File: src/rtl/laundry_req_scheduler.sv
// Laundry request scheduler: captures per-floor call presses, removes
// duplicates, queues them in arrival order and presents the oldest as a
// one-hot request until the controller reports it served.
module laundry_req_scheduler #(
   parameter int N_FLOORS = 4,
   parameter int IDX_W    = $clog2(N_FLOORS),
   parameter int CNT_W    = $clog2(N_FLOORS + 1)
) (
   input  logic                clk,
   input  logic                reset,
   input  logic [N_FLOORS-1:0] btn,
   input  logic                wash_done,
   output logic [N_FLOORS-1:0] req_laundry,
   output logic                req_valid,
   output logic [N_FLOORS-1:0] pending,
   output logic [CNT_W-1:0]    count,
   output logic                spurious_done
);

   // queue state
   logic [IDX_W-1:0]    fifo [N_FLOORS];
   logic [IDX_W-1:0]    rd_ptr, wr_ptr;
   logic [CNT_W-1:0]    cnt;
   logic [N_FLOORS-1:0] qmask, cap;

   // next-state terms
   logic                pop, push;
   logic [IDX_W-1:0]    push_idx;
   logic [N_FLOORS-1:0] qmask_pop, new_req, cand, push_oh;
   logic [N_FLOORS-1:0] qmask_nxt, cap_nxt;
   logic [IDX_W-1:0]    rd_nxt, wr_nxt;
   logic [CNT_W-1:0]    cnt_nxt;

   // Pointer increment with explicit wrap so non-power-of-two depths work.
   function automatic logic [IDX_W-1:0] ptr_inc(input logic [IDX_W-1:0] p);
      if (p == IDX_W'(N_FLOORS - 1)) return '0;
      return p + IDX_W'(1);
   endfunction

   // Pop first, then accept new presses against the post-pop mask, then
   // enqueue the lowest-index candidate.
   always_comb begin
      pop       = wash_done && (cnt != '0);
      qmask_pop = qmask;
      if (pop) qmask_pop[fifo[rd_ptr]] = 1'b0;
      new_req   = btn & ~cap & ~qmask_pop;
      cand      = cap | new_req;
      push      = |cand;
      push_idx  = '0;
      for (int i = N_FLOORS - 1; i >= 0; i--)
         if (cand[i]) push_idx = IDX_W'(i);
      push_oh   = push ? (N_FLOORS'(1) << push_idx) : '0;
      cap_nxt   = cand & ~push_oh;
      qmask_nxt = qmask_pop | push_oh;
      rd_nxt    = pop  ? ptr_inc(rd_ptr) : rd_ptr;
      wr_nxt    = push ? ptr_inc(wr_ptr) : wr_ptr;
      cnt_nxt   = cnt + CNT_W'(push) - CNT_W'(pop);
   end

   // Queue control state; reset discards everything queued or captured.
   always_ff @(posedge clk) begin
      if (reset) begin
         rd_ptr <= '0;
         wr_ptr <= '0;
         cnt    <= '0;
         qmask  <= '0;
         cap    <= '0;
      end else begin
         rd_ptr <= rd_nxt;
         wr_ptr <= wr_nxt;
         cnt    <= cnt_nxt;
         qmask  <= qmask_nxt;
         cap    <= cap_nxt;
      end
   end

   // FIFO payload; contents are don't-care until the occupancy covers them.
   always_ff @(posedge clk) begin
      if (!reset && push) fifo[wr_ptr] <= push_idx;
   end

   // Registered outputs derived from the current queue state.
   always_ff @(posedge clk) begin
      if (reset) begin
         req_laundry   <= '0;
         req_valid     <= 1'b0;
         pending       <= '0;
         count         <= '0;
         spurious_done <= 1'b0;
      end else begin
         req_laundry   <= (cnt != '0) ? (N_FLOORS'(1) << fifo[rd_ptr]) : '0;
         req_valid     <= (cnt != '0);
         pending       <= qmask | cap;
         count         <= cnt;
         spurious_done <= wash_done && (cnt == '0);
      end
   end

endmodule

File: config.mk
export PLATFORM = sky130hd
export DESIGN_NAME = laundry_req_scheduler
export DESIGN_NICKNAME = d
export VERILOG_FILES = /design/src/rtl/laundry_req_scheduler.sv
export SDC_FILE = /design/constraint.sdc
export NUM_CORES = 1
export LEC_CHECK = 0
export ABC_AREA = 1
export ABC_CLOCK_PERIOD_IN_PS = 5400
export CORE_UTILIZATION = 58
export CTS_CLUSTER_DIAMETER = 100
export DETAILED_ROUTE_END_ITERATION = 10
export PLACE_DENSITY = 0.84
export SYNTH_ARGS = -nofsm -noshare
export SYNTH_HDL_FRONTEND = slang
export SYNTH_SLANG_ARGS = --single-unit
File: constraint.sdc
create_clock -name clk -period 5.4 [get_ports clk]
set_input_delay 1.08 -clock clk [delete_from_list [all_inputs] [get_ports clk]]
set_output_delay 1.08 -clock clk [all_outputs]
set_load 0.02 [all_outputs]
After elaboration in Yosys (flattened, before gate mapping):

Memory sizes are Yosys's and may differ from the RTL's. A register that Yosys moved wholly into a read port is not among the register bits.
Index checks and enable logic that the tools add are counted.

* add/sub/neg operators: 4
* magnitude comparators: 2
* eq/ne operators: 2
* shifts and indexed selects: 2
* mux-type cells: 18
* bitwise operators: 12
* reductions and logical operators: 9

Operators by type and width (number)
* $mux 2: 10
* $and 4x4->4: 4
* $not 4->4: 4
* $or 4x4->4: 3
* $mux 4: 2
* $shl 1x2->4 const A: 2
* $mux 1: 5
* $add 2x1->2 const B: 2
* $eq 2x2->1 const B: 2
* $logic_and 1x1->1: 4
* $reduce_or 4->1: 1
* $add 3x1->3: 1
* $logic_not 3->1: 1
* $lt 2x3->1 const B: 1
* $reduce_bool 3->1: 1
* $sub 3x1->3: 1
* $demux 1 s2: 1
* $ge 2x1->1 const B: 1
* $reduce_or 2->1: 1
* $logic_not 1->1: 1
* $not 1->1: 1

* flip-flop bits (word level): 28
* bits in writable memories: 8
* input port bits: 7
* output and inout port bits: 13
* logic and storage cells: 60
* memories kept: 1

Memory list
* fifo: words 4, bits a word 2, rd ports 1, clocked after Yosys merged registers in 1, wr ports 1, RTL line 21 `logic [IDX_W-1:0] fifo [N_FLOORS];`

Depth between registers and ports, before layout:

* depth in word-level cells: 18
* depth in mapped cells: 20
* mapped depth without buffers: 20

Worst setup path before layout:

Ideal clock, no wire load.

* path type: input -> register
* from: input wash_done
* to: register cnt[2]
* library setup time: 70 ps
* arrival time: 2763 ps
* required time: 5330 ps
* path slack: 2567 ps
* stages on the path: 17
* buffers on the path: 0
* path through: nand2_2 -> inv_2 -> nand3_1 -> nand2_1 -> nand2_2 -> nand2_4 -> nor2_8 -> nand2_2 -> inv_1 -> ha_1 -> inv_1 -> ha_1 -> inv_1 -> fa_1 -> inv_1 -> o21ai_0 -> a21oi_1

* longest elaborated chain between the ends: 8

RTL lines
* start, declared: RTL line 12 `input logic wash_done,`
* $logic_and 1x1->1 (*): RTL line 43 `pop = wash_done && (cnt != '0);`
* $mux 4: RTL line 45 `if (pop) qmask_pop[fifo[rd_ptr]] = 1'b0;`
* $not 4->4: RTL line 46 `new_req = btn & ~cap & ~qmask_pop;`
* $and 4x4->4: RTL line 46
* $or 4x4->4: RTL line 47 `cand = cap | new_req;`
* $reduce_or 4->1: RTL line 48 `push = |cand;`
* $add 3x1->3: RTL line 57 `cnt_nxt = cnt + CNT_W'(push) - CNT_W'(pop);`
* $sub 3x1->3 (*): RTL line 57
* end signal, assigned: RTL line 71 `cnt <= cnt_nxt;`
* end, declared: RTL line 23 `logic [CNT_W-1:0] cnt;`

Every way passes the cells marked *; elsewhere a longest branch is shown, timed or not.
A chain may end at the register's enable or synchronous reset.

Final worst setup path:

Same ends and word-level chain as after synthesis.

==> metrics.csv <==
stage,metric,value,unit
run_status,outcome,"finished, final reports clean",
flow_run,max_cap viols,0,
power,total power,760,µW
synth,Cells after Synth,180,
layout,finished layout cell area,0.00187,mm²
global_routing,pin count of the biggest net entering global routing,18,
power,Sw Pwr,269,µW
worst_setup_path,Critical Path Start,wash_done,
power,Pwr Density,407,mW/mm²
place,post-DP HPWL,2010,µm
drt,wire length per cell,11.4,µm
global_routing,vias in the first global route,1053,
synth,Yosys top cell by area,dfxtp_1,
clocking,CTS root buf,clkbuf_4,
clocking,H-tree lvl count,2,
drt,Total Wirelength,2670,µm
layout,most frequent cells in the layout,"nand2_1, dfxtp_1, nor2_1, inv_1, clkdlybuf4s50_1",
synth,Mapped Area,0.00161,mm²
global_routing,initial antenna violation count,0,
clocking,latest clock arrival within the worst-skew pair,0.33,ns
synth,Yosys warnings,0,
sta,Final setup viols,0,
clocking,CTS tree,done,
sta,"Slew Viols, Final",0,
synth,"Avg Cell Area, Syn",8.93,µm²
sta,Worst-Margin Slew,0.653,ns
synth,Unique masters post-synth,23,
clocking,clk buf depth,2,
floorplan,Starting Density,63.2,%
clocking,post-cts sizing count,0,
power,share of power burned in registers,48.9,%
sta,Layout Skew,0.00562,ns
sta,max frequency,312,MHz
global_routing,GRT overflow,0,
layout,"Core Util, Final",73.5,%
clocking,CTS Sinks,38,
place,placed cell areas,0.00182,mm²
sta,RSZ-0062 raised after global routing,no,
layout,nets,219,
global_routing,GRT Resource Usage Total,20.7,%
clocking,CTS buffer count,5,
floorplan,# IOs,20,
synth,post-synthesis sequential area ratio,52.3,%
drt,initial DRC count,22,
clocking,number of hold buffers added after CTS,0,
worst_setup_path,CP endpoint kind,flip-flop,
synth,#FFs+latches synth,38,
drt,total number of vias,1165,
floorplan,Die W,54.7,µm
place,Final Wtd Congestion,0.831,
drt,DRC errors left,0,
layout,Synth-to-Final Area Change,16.3,%
place,IO Port Bufs,19,
floorplan,core area,0.00254,mm²
floorplan,# rows,18,
floorplan,Die Span Y,54.7,µm
clocking,post-CTS setup buffer count,0,
worst_setup_path,CP Class,primary input to flip-flop,
synth,top post-synthesis cells by area,"dfxtp_1, edfxtp_1, nand2_1, nor2_1, ha_1",
worst_setup_path,critical path data arrival time,3.48,ns
drt,Via density,4.98,
layout,diode count,0,
sta,setup TNS,0,ns
hold_path,hold_sp,cap[1],
sta,fin crit period,3.21,ns
power,Pint,491,µW
floorplan,die area,0.00299,mm²
power,Net Sw Frac,35.4,%
sta,Slew headroom,56.4,%
sta,final hold vios,0,
power,worst vdd ir,322,µV
power,Gate power share,34.0,%
drt,Routed Antenna Nets,0,
power,Pleak,0.857,nW
worst_setup_path,Crit Path Max Fanout,8,
clocking,"CTS clk-pin slew, worst paths",0.10,ns
synth,Yosys top cell area share,37.4,%
layout,layout cells sized above 1,15.2,%
worst_setup_path,worst path required time,5.67,ns
hold_path,Hold Crit Class,flip-flop to flip-flop,
worst_setup_path,crit start category,primary input,
sta,Tcrit/Tclk final,59.4,%
drt,DRT Pass-1 Iters,4,
synth,syn_nets,195,
layout,"commonest non-fill, non-tap cell in the layout",nand2_1,
power,Clock Power Share,17.1,%
global_routing,first-pass GRT wire length,4120,µm
[power groups by stage]
stage / clock, mW / combinational (mW) / sequential [mW]
after global placement: 0 / 0.248 / 0.376
after detailed placement: 0 / 0.256 / 0.379
after floorplan: 0 / 0.161 / 0.396
after global routing: 0.144 / 0.290 / 0.379
after CTS: 0.132 / 0.258 / 0.372
final: 0.130 / 0.258 / 0.372
[worst max-delay path, stage by stage]
cell and delay [ns]:
clkdlybuf4s50_1 0.49, nand2_2 0.07, inv_2 0.12, nand3_1 0.12, nand2_1 0.10, nand2_2 0.06
nand2_4 0.10, nor2_8 0.06, nand2_2 0.07, inv_1 0.05, ha_1 0.28, inv_1 0.05
ha_1 0.12, inv_1 0.05, fa_1 0.35, inv_1 0.08, o21ai_0 0.09, a21oi_1 0.13
[cell families (layout without fill, tap and decap cells)]
| logic type | Yosys count | count (layout) | synth area share [%] |
|---|---|---|---|
| AOI/OAI and AO/OA | 11 | 11 | 3.97 |
| other | 1 | 1 | 0.233 |
| xor gates and xnor gates | 1 | 1 | 0.545 |
| DFF | 38 | 38 | 52.3 |
| buffers and inverters | 27 | 51 | 6.54 |
| and+or+nand+nor | 94 | 94 | 29.7 |
| adders and majority gates | 8 | 8 | 6.69 |
[worst paths after layout]
path | end | slack, ns | depth (start not counted)
max | cnt[2] | 2.19 | 18
min | pending[1] | 0.48 | 2
max reg2reg | cnt[2] | 2.84 | 19
min reg2reg | pending[1] | 0.48 | 2
[sequential cells by signal, summed over array words and instances (netlist names), 2 cells and up, named ones only]
register / cells
rd_ptr: 2
wr_ptr: 2
qmask: 4
req_laundry: 4
fifo: 8
cap: 4
cnt: 3
pending: 4
count: 3
[layer usage]
metal | global-route usage (%) | up-vias | wire length, µm
met4 | 8.97 | 0 | 39
met2 | 38.4 | 24 | 1380
met1 | 19.3 | 532 | 1110
met3 | 8.89 | 6 | 131
li1 | - | 603 | -
met5 | 0 | - | 0
[cell usage after synthesis]
cell type   n
nor3_1      2
nor2_8      2
nor2_1     29
fa_1        1
nand2_4     4
o21ai_0     3
inv_2       3
nand2_2    13
nand2_1    31
a21oi_2     1
clkbuf_1    1
inv_1      22
dfxtp_1    30
nand3_1    10
o211a_1     1
nor2_2      1
conb_1      1
xnor2_1     1
a21oi_1     6
buf_4       1
ha_1        7
edfxtp_1    8
nand3_2     2
[metrics by stage]
step / hold slack, ns / setup WS (ns) / std cells
final: 0.479 / 2.19 / 234
after floorplan: 0.434 / 2.57 / 180
after detailed placement: 0.453 / 1.87 / 227
after global placement: 0.447 / 1.91 / 227
after global routing: 0.506 / 2.00 / 234
after CTS: 0.484 / 2.19 / 234
[final cells by class]
| cell class | count | area [µm²] |
|---|---|---|
| Tap cell | 30 | 37.5 |
| Clock buffer | 7 | 45.0 |
| Sequential cell | 38 | 841 |
| Fill cell | 181 | 676 |
| Timing Repair Buffer | 19 | 190 |
| Multi-Input combinational cell | 115 | 662 |
| Inverter | 25 | 93.8 |
(Power assumes the default switching activity.)
